--- config.mk ---
export PLATFORM = sky130hd
export DESIGN_NAME = jtvigil_gfx_arb
export DESIGN_NICKNAME = d
export VERILOG_FILES = /design/src/rtl/jtvigil_gfx_arb.sv
export SDC_FILE = /design/constraint.sdc
export NUM_CORES = 1
export LEC_CHECK = 0
export CAP_MARGIN = 10
export CORE_MARGIN = 5
export CORE_UTILIZATION = 60
export DETAILED_ROUTE_END_ITERATION = 6
export DONT_BUFFER_PORTS = 1
export PLACE_DENSITY = 0.78
export SLEW_MARGIN = 5
export SYNTH_ARGS = -nofsm -noshare
export SYNTH_HDL_FRONTEND = slang
export SYNTH_SLANG_ARGS = --single-unit
export TNS_END_PERCENT = 50
--- constraint.sdc ---
create_clock -name clk -period 3.8 [get_ports clk]
set_clock_uncertainty 0.2 [all_clocks]
set_input_delay 0.38 -clock clk [delete_from_list [all_inputs] [get_ports clk]]
set_output_delay 0.38 -clock clk [all_outputs]
set_load 0.01 [all_outputs]
--- src/rtl/jtvigil_gfx_arb.sv ---
// jtvigil_gfx_arb
// Shares one SDRAM read port among the scroll 1, scroll 2 and object ROM
// fetchers. Arbitration is round-robin with a single outstanding request.
// Each requester has a one-entry tag cache, so a requester that holds its
// address steady keeps getting ok without another SDRAM read.
//
// Ports:
//   clk, rst_n             clock, synchronous active-low reset
//   LHBL                   horizontal blank (active low), optional feature only
//   scrN_/obj_ cs/addr     fetch request and word address per requester
//   scrN_/obj_ data/ok     cached word and its validity for the current address
//   sdram_req/addr         read request towards the SDRAM controller
//   sdram_ack/dst/data     request accepted, read strobe, read data
//
// Optional feature: define JTVIGIL_ARB_OBJPRIO_EN to give obj fixed top
// priority while LHBL is low (pointer still updated as usual).
module jtvigil_gfx_arb #(
  parameter logic [21:0] SCR1_OFFSET = 22'h00000,
  parameter logic [21:0] SCR2_OFFSET = 22'h20000,
  parameter logic [21:0] OBJ_OFFSET  = 22'h60000
) (
  input  logic        clk,
  input  logic        rst_n,
  input  logic        LHBL,
  input  logic        scr1_cs,
  input  logic [16:0] scr1_addr,
  output logic [31:0] scr1_data,
  output logic        scr1_ok,
  input  logic        scr2_cs,
  input  logic [17:0] scr2_addr,
  output logic [31:0] scr2_data,
  output logic        scr2_ok,
  input  logic        obj_cs,
  input  logic [17:0] obj_addr,
  output logic [31:0] obj_data,
  output logic        obj_ok,
  output logic        sdram_req,
  output logic [21:0] sdram_addr,
  input  logic        sdram_ack,
  input  logic        sdram_dst,
  input  logic [31:0] sdram_data
);

  typedef enum logic [1:0] {IDLE, WAIT_ACK, WAIT_DST} state_t;

  // Requester index: 0 = scr1, 1 = scr2, 2 = obj
  state_t            state_q, state_d;
  logic [1:0]        ptr_q, ptr_d;
  logic [1:0]        gnt_q, gnt_d;
  logic [17:0]       snap_q, snap_d;
  logic [2:0][17:0]  tag_q, tag_d;
  logic [2:0][31:0]  data_q, data_d;
  logic [2:0]        valid_q, valid_d;
  logic [2:0]        ok_q, ok_d;
  logic              req_q, req_d;
  logic [21:0]       addr_q, addr_d;

  logic [2:0][17:0]  addr_x;
  logic [2:0][21:0]  offs;
  logic [2:0]        cs_x, hit, pend;
  logic [1:0]        pick;
  logic              pick_v;
  logic              cap;
  logic [2:0]        idx;

`ifndef JTVIGIL_ARB_OBJPRIO_EN
  logic unused_lhbl;
  assign unused_lhbl = LHBL;
`endif

  always_comb begin
    addr_x  = {obj_addr, scr2_addr, {1'b0, scr1_addr}};
    offs    = {OBJ_OFFSET, SCR2_OFFSET, SCR1_OFFSET};
    cs_x    = {obj_cs, scr2_cs, scr1_cs};
    for (int i = 0; i < 3; i++) begin
      hit[i]  = valid_q[i] & (addr_x[i] == tag_q[i]);
      pend[i] = cs_x[i] & ~hit[i];
    end

    // First pending requester after the pointer
    pick   = 2'd0;
    pick_v = 1'b0;
    idx    = 3'd0;
    for (int k = 1; k <= 3; k++) begin
      idx = {1'b0, ptr_q} + k[2:0];
      if (idx >= 3'd3) idx = idx - 3'd3;
      if (!pick_v && pend[idx[1:0]]) begin
        pick   = idx[1:0];
        pick_v = 1'b1;
      end
    end
`ifdef JTVIGIL_ARB_OBJPRIO_EN
    if (!LHBL && pend[2]) begin
      pick   = 2'd2;
      pick_v = 1'b1;
    end
`endif

    // Return data can arrive together with the ack
    cap = sdram_dst & ((state_q == WAIT_DST) | ((state_q == WAIT_ACK) & sdram_ack));

    state_d = state_q;
    ptr_d   = ptr_q;
    gnt_d   = gnt_q;
    snap_d  = snap_q;
    tag_d   = tag_q;
    data_d  = data_q;
    valid_d = valid_q;
    req_d   = req_q;
    addr_d  = addr_q;

    // Bypass the word being written so ok rises right after the dst cycle
    for (int i = 0; i < 3; i++)
      ok_d[i] = cs_x[i] & ((cap && gnt_q == i[1:0]) ? (addr_x[i] == snap_q) : hit[i]);

    case (state_q)
      IDLE: begin
        if (pick_v) begin
          gnt_d   = pick;
          snap_d  = addr_x[pick];
          addr_d  = offs[pick] + {4'd0, addr_x[pick]};
          req_d   = 1'b1;
          state_d = WAIT_ACK;
        end
      end
      WAIT_ACK: begin
        if (sdram_ack) begin
          req_d   = 1'b0;
          state_d = WAIT_DST;
        end
      end
      WAIT_DST: ;
      default: state_d = IDLE;
    endcase

    if (cap) begin
      data_d[gnt_q]  = sdram_data;
      tag_d[gnt_q]   = snap_q;
      valid_d[gnt_q] = 1'b1;
      ptr_d          = gnt_q;
      state_d        = IDLE;
    end
  end

  always_ff @(posedge clk) begin
    if (!rst_n) begin
      state_q <= IDLE;
      ptr_q   <= 2'd2;
      gnt_q   <= 2'd0;
      snap_q  <= '0;
      tag_q   <= '0;
      data_q  <= '0;
      valid_q <= '0;
      ok_q    <= '0;
      req_q   <= 1'b0;
      addr_q  <= '0;
    end else begin
      state_q <= state_d;
      ptr_q   <= ptr_d;
      gnt_q   <= gnt_d;
      snap_q  <= snap_d;
      tag_q   <= tag_d;
      data_q  <= data_d;
      valid_q <= valid_d;
      ok_q    <= ok_d;
      req_q   <= req_d;
      addr_q  <= addr_d;
    end
  end

  assign scr1_data  = data_q[0];
  assign scr2_data  = data_q[1];
  assign obj_data   = data_q[2];
  assign scr1_ok    = ok_q[0];
  assign scr2_ok    = ok_q[1];
  assign obj_ok     = ok_q[2];
  assign sdram_req  = req_q;
  assign sdram_addr = addr_q;

endmodule

## Yosys cells after proc, flatten, opt, wreduce, memory -nomap -nowiden

Index checks and enable logic that the tools add are counted.
W data, S select, Z words.

- Register bits: 203
- Bits in latches: 0
- RAM bits: 0
- Memory bits (read-only): 0
- Output and inout bits: 122
- Memories kept: 0

- $add $sub $neg: 7
- $mul: 0
- Div/mod/pow operators: 0
- Magnitude comparators: 9
- Equality and inequality tests: 12
- Shift-type cells: 0
- Mux-type cells: 36
- Bitwise gates (word level): 18
- Reduce and logical (&&, ||, !) cells: 15

Operators with widths:

| cell | number |
|---|---|
| $bwmux W96 | 1 |
| $eq A18 B18 Y1 | 4 |
| $demux W32 S2 | 1 |
| $bwmux W54 | 1 |
| $bmux W22 S2 | 1 |
| $bmux W18 S2 | 1 |
| $demux W18 S2 | 1 |
| $eq A17 B18 Y1 | 2 |
| $mux W18 | 2 |
| $mux W32 | 1 |
| $add A22 B18 Y22 | 1 |
| $mux W22 | 1 |
| $mux W2 | 8 |
| $lt A2 B3 Y1 const B | 5 |
| $mux W1 | 12 |
| $and A1 B1 Y1 | 11 |
| $ge A3 B2 Y1 const B | 3 |
| $add A2 B2 Y3 const B | 2 |
| $bmux W1 S2 | 3 |
| $logic_and A1 B1 Y1 | 6 |
| $pmux W2 S3 | 1 |
| $reduce_and A3 Y1 | 2 |
| $sub A2 B2 Y2 const B | 3 |
| $not A1 Y1 | 5 |
| other kinds (14) | 19 |

## Logic depth before layout (Yosys ltp)

Gate-level depths: netlist of run 1.

- Depth after elaboration: 16
- Depth in mapped cells: 14
- Mapped depth without buffers: 13

## Worst setup path before layout of run 1

Ideal clock, no wire load.

- Path kind: register to register
- Start point: register ptr_q[0]
- End point: register addr_q[18] (netlist: sdram_addr[18])
- Library setup time: 0.132 ns
- Arrival time: 2.704 ns
- Slack: 0.763 ns
- Stages on the path, launching flop included: 14
- Buffers on the path: 1
- Cells stage by stage: dfxtp_1 clkinv_1 ha_1 inv_1 a2111oi_4 o2111ai_1 o21a_1 buf_2 ha_1 inv_1 ha_1 ha_1 nand3_1 a21oi_1

- Word-level cells in the longest chain between the ends: 15
- Elaborated cells between the ends (all ways): 34
- Those cells by class: 7 x add/sub; 3 x order compare; 19 x mux; 5 x reduce/logical

RTL lines:

| what | RTL line | source |
|---|---|---|
| from (decl) | 48 | `logic [1:0] ptr_q, ptr_d;` |
| from (signal assigned) | 159 | `ptr_q <= ptr_d;` |
| $add A2 B1 Y3 | 85 | `idx = {1'b0, ptr_q} + k[2:0];` |
| $ge A3 B2 Y1 or $sub A2 B2 Y2 (tied branches) | 86 | `if (idx >= 3'd3) idx = idx - 3'd3;` |
| $mux W2 | 86 |  |
| $bmux W1 S2 | 87 | `if (!pick_v && pend[idx[1:0]]) begin` |
| $mux W1 (not written as such) | 87 |  |
| $mux W1 | 87 |  |
| $logic_not A1 Y1 | 87 |  |
| $logic_and A1 B1 Y1 | 87 |  |
| $mux W1 | 87 |  |
| $logic_not A1 Y1 | 87 |  |
| $logic_and A1 B1 Y1 | 87 |  |
| $mux W2 | 87 |  |
| $bmux W22 S2 or $bmux W18 S2 (tied branches) | 121 | `addr_d = offs[pick] + {4'd0, addr_x[pick]};` |
| $mux W22 (not written as such) or $mux W18 (tied branches) | 121 |  |
| $add A22 B18 Y22 | 121 |  |
| to (signal assigned) | 167 | `addr_q <= addr_d;` |
| to (decl) | 56 | `logic [21:0] addr_q, addr_d;` |

Several ways; a longest one is shown, not always the timed one. The select of a mux whose other input is x is not followed.
A chain may end at the register's enable or synchronous reset.

## Worst setup path in the final report of run 1

- Start point: register ptr_q[0]
- End point: register addr_q[13] (netlist: sdram_addr[13])

Same word-level chain as after synthesis.

==> impl_metrics.yaml, run 1 <==
logic_synthesis:
  synth-simple-area-share_pct: 22.04
  ys_types: 58
  synth_top_family_by_area: "simple AND/OR/NAND/NOR gates"
  synthCells: 1105
  synthesis.yosys.warnings: 0
  synth_enable_flop_cells: 0
  synth_xor_area_share_pct: 10.66
  synth-main-ff-cell: "sky130_fd_sc_hd__dfxtp_1"
  area_contributors_post_synth: "sky130_fd_sc_hd__dfxtp_1 42%, sky130_fd_sc_hd__nand2_1 15%, sky130_fd_sc_hd__a21oi_1 10%"
  synth_compound_area_share_pct: 15.47
  yosysSeqAreaShare_pct: 42.30
  synthAdderAreaFrac_pct: 0.8621
  synth_top_cell_by_area: "sky130_fd_sc_hd__dfxtp_1"
  async_flop_share_pct: 0
  syn-mean-instance-area_um2: 7.881
  synthMuxAreaShare_pct: 2.313
  yosys_register_bits: 184
  netlist.area_leader.share_pct: 42.30
  synth_area_um2: 8708
clock_tree:
  cts_tree: "done"
  htree_num_levels: 4
  post_cts_buffers: 0
  clock_slew_at_the_register_clock_pins_of_the_worst_setup_and_hold_paths_ns: 0.07
  clockBufferDepth: 2
  post_cts.resized_instances: 0
  cts_root_buf: "sky130_fd_sc_hd__clkbuf_16"
  cts_inserted_buffers: 17
  clock_latency_ns: 0.43
  clock-sinks: 184
setup_path:
  crit_path_cell_trace: "clkinv_1, ha_1, inv_1, a2111oi_4, o2111ai_1, o21a_1, buf_4, mux2_1, a311o_1"
  timing.critical_path.from: "ptr_q[0]"
  worst-endpoint-arrival_ns: 3.45
  worst_r2r_path_depth: 9
  worst-setup-path-type: "flip-flop to flip-flop"
  cp-end-kind: "flip-flop"
  timing.critical_path.slowest_stage_cell: "sky130_fd_sc_hd__ha_1"
  timing.rr.start: "ptr_q[0]"
  worst_path_largest_cell_delay_ns: 0.48
  r2r_end: "sdram_addr[13]"
  timing.critical_path.fanout_max: 17
  reg2reg_slack_ns: 0.47
  critical_path.startpoint_type: "flip-flop"
  critical_path_required_ns: 3.92
pwr:
  power.density_nw_per_um2: 454.8
  power.static_leakage_uw: 0.003259
  peakVddDrop_mv: 0.3622
  totalPowerFinal_uw: 4324
timing:
  max_slew.worst_pin.slew_ns: 1.104
  timing_max_transition_violations_final: 0
  final_setup_violation_count: 0
  fmax_ghz: 0.3001
  relSlewSlack_pct: 26.43
  layout_worst_path_cycle_share_pct: 87.69
  min_period_ns: 3.332
  setup_repair_after_global_routing_missed_its_margin: "no"
  fin_setup_tns_ns: 0
  hold_viol: 0
floorplan:
  floorplan.io_pins: 215
  number_of_standard_cell_rows_in_the_floorplan: 44
  die_area_um2: 17020
  die_height_um: 130.5
  die_x_um: 130.5
  core_area_um2: 14370
  initial_utilization_pct: 60.61
hold_path:
  hold-path-endpoint: "sdram_addr[11]"
  worst_hold_startpoint: "scr2_addr[11]"
  hold_path.class: "primary input to flip-flop"
  hold_depth: 2
placed_design:
  dp_hpwl_mm: 17.06
  dp.cells: 1194
  io_buffers: 0
  routabilityCongestion: 0.9516
final_layout:
  insertedDiodeCount: 0
  fin_nets: 1166
  most-common-layout-cells: "344 x sky130_fd_sc_hd__nand2_1, 184 x sky130_fd_sc_hd__dfxtp_1, 176 x sky130_fd_sc_hd__a21oi_1, 55 x sky130_fd_sc_hd__xnor2_1, 51 x sky130_fd_sc_hd__xor2_1"
  areaGrowthSynthToFinish_pct: 9.195
  layout.filler_cells: 1225
  final_layout_size_suffix_gt1_share_pct: 5.833
  fin_cells: 1264
  multi_input_area_um2: 4494
  seqCellArea_um2: 3684
  layout_commonest_cell: "sky130_fd_sc_hd__nand2_1"
route:
  route.vias.total: 7539
  wl_per_cell_um: 19.74
  drt-pass1-iter-count: 5
  ant_nets: 0
  post_drt_via_cell_ratio: 5.964
  first_iter_violations: 664
  drc: 0
  route.final.wire_length_mm: 24.96
grt:
  maximum_number_of_pins_on_one_net_before_global_route_repair: 87
  antenna_found_initial: 0
  grt-ovfl-total: 0
  total_routing_usage_reported_by_global_routing_pct: 28.42
  grt_pass1_vias: 6816
  global_route_wire_length_before_repair_mm: 37.76
flow_run:
  timing.max_cap.violations: 0
run_status:
  run_status: "finished clean"
cell usage after synthesis (3+ instances only):
master / n
sky130_fd_sc_hd__o21ai_1: 6
sky130_fd_sc_hd__clkbuf_1: 81
sky130_fd_sc_hd__nor3_1: 8
sky130_fd_sc_hd__a311o_1: 17
sky130_fd_sc_hd__nand3_1: 14
sky130_fd_sc_hd__nand4b_1: 3
sky130_fd_sc_hd__xnor2_1: 55
sky130_fd_sc_hd__nor4b_1: 3
sky130_fd_sc_hd__nand2_1: 345
sky130_fd_sc_hd__buf_2: 4
sky130_fd_sc_hd__ha_1: 6
sky130_fd_sc_hd__nor4_1: 30
sky130_fd_sc_hd__xor2_1: 51
sky130_fd_sc_hd__a21oi_1: 176
sky130_fd_sc_hd__mux2_1: 17
sky130_fd_sc_hd__nand4_1: 13
sky130_fd_sc_hd__buf_4: 19
sky130_fd_sc_hd__inv_1: 10
sky130_fd_sc_hd__dfxtp_1: 184
sky130_fd_sc_hd__nor2_1: 15
sky130_fd_sc_hd__buf_6: 3
metal layers:
layer | vias up | global-route usage, % | wire length [µm]
met4 | 0 | 7.502 | 530
met5 | - | 0 | 0
met2 | 378 | 44.09 | 11430
li1 | 3591 | - | -
met1 | 3526 | 36.38 | 9699
met3 | 44 | 12.68 | 3293
timing repair:
item,in CTS,in global routing
setup endpoints to repair,0,0
hold buffers,38,0
hold endpoints to repair,105,0
logic make-up (layout without fill, tap and decap cells):
family,count (synthesis),in the layout
and+or+nand+nor,447,447
muxes,18,18
xor gates and xnor gates,106,106
DFF,184,184
buffers and inverters,120,94
other,1,2
adders and majority gates,6,6
AOI/OAI and AO/OA,223,223
worst max-delay path: cells and delay by family, from the launching register on:
family          cells  cell delay [ns]
compound gates      4             1.10
buf+inv             3             0.68
fa+ha+maj           1             0.48
flops               1             0.38
mux                 1             0.37
worst max-delay path by stage:
| stage | slack [ns] | end | cells past startpoint |
|---|---|---|---|
| finish | 0.47 | sdram_addr[13] | 9 |
| floorplan | 0.76 | sdram_addr[18] | 13 |
| global route | 0.23 | sdram_addr[18] | 12 |
| global placement | 0.59 | sdram_addr[5] | 9 |
| detailed placement | 0.50 | sdram_addr[5] | 9 |
| CTS | 0.48 | sdram_addr[5] | 9 |
per-stage QoR:
| step | util, % | worst slack (ns) | hold slack (ns) | instance area, µm² |
|---|---|---|---|---|
| 2_1_floorplan | - | 0.7634 | 0.2312 | 8712 |
| 3_3_place_gp | 59.47 | 0.5925 | 0.2364 | 8546 |
| 3_5_place_dp | 59.47 | 0.4951 | 0.2421 | 8546 |
| 4_1_cts | 66.18 | 0.4821 | 0.03227 | 9509 |
| 5_1_grt | 66.18 | 0.2277 | 0.04870 | 9509 |
| 6_report | 66.18 | 0.4679 | 0.04524 | 9509 |
sequential cells by signal, summed over array words and instances, names as in the netlist:
register and cells:
gnt_q 2, obj_data 32, snap_q 1, scr2_data 32
tag_q 54, ok_q 3, state_q 2, sdram_req 1
ptr_q 2, sdram_addr 20, valid_q 3, scr1_data 32
layout make-up:
class / instances / area share (%)
tap: 184 / 2.421
clock buffer: 17 / 4.474
sequential: 184 / 38.74
timing repair buffer: 50 / 4.947
clock inverter: 15 / 1.658
multi-input combinational: 802 / 47.26
inverter: 12 / 0.5000
report_power, final:
part           internal (µW)  switching (µW)  total (µW)
Sequential              1980             145        2130
Combinational            201             263         464
Clock                    878             854        1730
Total                   3060            1260        4320
No activity file was read; power rests on OpenSTA's default activity.
==> run 2, diff against run 1 <==
--- a/config.mk
+++ b/config.mk
@@ -10,7 +10,9 @@
 export CORE_UTILIZATION = 60
 export DETAILED_ROUTE_END_ITERATION = 6
 export DONT_BUFFER_PORTS = 1
+export MAX_ROUTING_LAYER = met4
 export PLACE_DENSITY = 0.78
+export SETUP_SLACK_MARGIN = 0.02
 export SLEW_MARGIN = 5
 export SYNTH_ARGS = -nofsm -noshare
 export SYNTH_HDL_FRONTEND = slang
==> run 2 against run 1 <==
  * Power rose by 0.52%
  * Highest routed layer unchanged
  * Fmax increased by 1.3%
  * Core utilization about the same
  * Clock power about the same
  * Via count shrank 0.13%
  * Register-to-register slack better by 0.04 ns
  * Sequential power hardly changed
  * Non-clock buffer count stayed put
==> impl_metrics.yaml, run 2 (synthesized netlist as in run 1, its figures left out) <==
grt:
  antenna_found_initial: 0
  grt_pass1_vias: 6861
  total_routing_usage_reported_by_global_routing_pct: 29.53
  maximum_number_of_pins_on_one_net_before_global_route_repair: 79
  global_route_wire_length_before_repair_mm: 38.03
  grt-ovfl-total: 0
setup_path:
  endpoint: "sdram_addr[11]"
  worst-setup-path-type: "flip-flop to flip-flop"
  timing.rr.start: "tag_q[34]"
  critical_path.startpoint_type: "flip-flop"
  worst_r2r_path_depth: 8
  worst-endpoint-arrival_ns: 3.40
  critical_path_required_ns: 3.91
  reg2reg_slack_ns: 0.51
  timing.critical_path.from: "tag_q[34]"
  r2r_end: "sdram_addr[11]"
  cp-end-kind: "flip-flop"
  timing.critical_path.fanout_max: 19
pwr:
  totalPowerFinal_uw: 4347
  power.density_nw_per_um2: 457.1
  power.static_leakage_uw: 0.003261
  peakVddDrop_mv: 0.3069
clock_tree:
  cts_root_buf: "sky130_fd_sc_hd__clkbuf_16"
  cts_inserted_buffers: 17
  clock-sinks: 184
  post_cts.resized_instances: 0
  clock_slew_at_the_register_clock_pins_of_the_worst_setup_and_hold_paths_ns: 0.07
  cts_tree: "done"
  clock_latency_ns: 0.42
  clockBufferDepth: 2
  post_cts_buffers: 0
  post_cts_hold_buffer_count: 38
  htree_num_levels: 4
floorplan:
  initial_utilization_pct: 60.61
  die_x_um: 130.5
  die_area_um2: 17020
  core_area_um2: 14370
  die_height_um: 130.5
  number_of_standard_cell_rows_in_the_floorplan: 44
  floorplan.io_pins: 215
hold_path:
  worst_hold_startpoint: "scr2_addr[10]"
  hold_depth: 2
  hold_path.class: "primary input to flip-flop"
timing:
  fin_setup_tns_ns: 0
  fmax_ghz: 0.3039
  final_setup_violation_count: 0
  timing_max_transition_violations_final: 0
  relSlewSlack_pct: 24.21
  max_slew.worst_pin.slew_ns: 1.133
  layout_worst_path_cycle_share_pct: 86.60
  setup_repair_after_global_routing_missed_its_margin: "no"
  min_period_ns: 3.291
  hold_viol: 0
route:
  wl_per_cell_um: 19.76
  drt-pass1-iter-count: 6
  wirelength_met1_mm: 9.954
  routed-wl-met3_mm: 2.969
  drc: 0
  wl_met2_mm: 11.49
  route.vias.total: 7529
  highest_routed_layer: "met4"
  first_iter_violations: 770
  ant_nets: 0
  post_drt_via_cell_ratio: 5.956
  route.final.wire_length_mm: 24.97
final_layout:
  areaGrowthSynthToFinish_pct: 9.210
  final_layout_size_suffix_gt1_share_pct: 5.833
  fin_nets: 1166
  largest-register: "tag_q"
  insertedDiodeCount: 0
  most-common-layout-cells: "344 x sky130_fd_sc_hd__nand2_1, 184 x sky130_fd_sc_hd__dfxtp_1, 176 x sky130_fd_sc_hd__a21oi_1, 55 x sky130_fd_sc_hd__xnor2_1, 51 x sky130_fd_sc_hd__xor2_1"
  layout_commonest_cell: "sky130_fd_sc_hd__nand2_1"
  largest_register_ff_count: 54
  fin_area_um2: 9510
flow_run:
  timing.max_cap.violations: 0
placed_design:
  io_buffers: 0
  dp_hpwl_mm: 17.11
  routabilityCongestion: 0.9780
  place_area_um2: 8546
run_status:
  run_status: "finished clean"
run 2: worst min-delay path by stage:
stage | to
after global placement | tag_q[17]
final | sdram_addr[10]
after CTS | sdram_addr[0]
after floorplan | tag_q[17]
after global routing | sdram_addr[2]
after detailed placement | tag_q[17]
run 2: routing by layer:
layer	global-route usage, %	vias up
li1	-	3595
met1	37.97	3540
met2	43.90	348
met3	10.33	46
met4	9.316	0
met5	-	-
run 2: final cells by class:
class,instances,area (µm²)
fill,1224,4858
multi-input combinational,802,4494
sequential,184,3684
timing repair buffer,50,470.5
clock buffer,19,452.9
tap,184,230.2
clock inverter,13,131.4
inverter,12,47.55
run 2: worst max-delay path: stages, from the launching register on:
cell and delay [ns]:
sky130_fd_sc_hd__dfxtp_1 0.33, sky130_fd_sc_hd__xnor2_1 0.16, sky130_fd_sc_hd__nand4_1 0.21, sky130_fd_sc_hd__nor4_4 0.58
sky130_fd_sc_hd__a21o_4 0.25, sky130_fd_sc_hd__o2111ai_4 0.14, sky130_fd_sc_hd__a221oi_4 0.74, sky130_fd_sc_hd__nor2_4 0.23
sky130_fd_sc_hd__a311o_1 0.34
run 2: power by group:
group / switching (µW) / internal (µW)
clock network: 792 / 958
registers: 147 / 1980
logic: 265 / 200
total: 1200 / 3140
run 2: per-stage QoR:
stage / worst slack, ns / instances / utilization [%] / hold slack (ns)
after floorplan: 0.7634 / 1106 / - / 0.2312
final: 0.5092 / 1264 / 66.19 / 0.05262
after detailed placement: 0.5580 / 1194 / 59.47 / 0.2431
after CTS: 0.5482 / 1264 / 66.19 / 0.03396
after global placement: 0.5677 / 1194 / 59.47 / 0.2372
after global routing: 0.3103 / 1264 / 66.19 / 0.04591
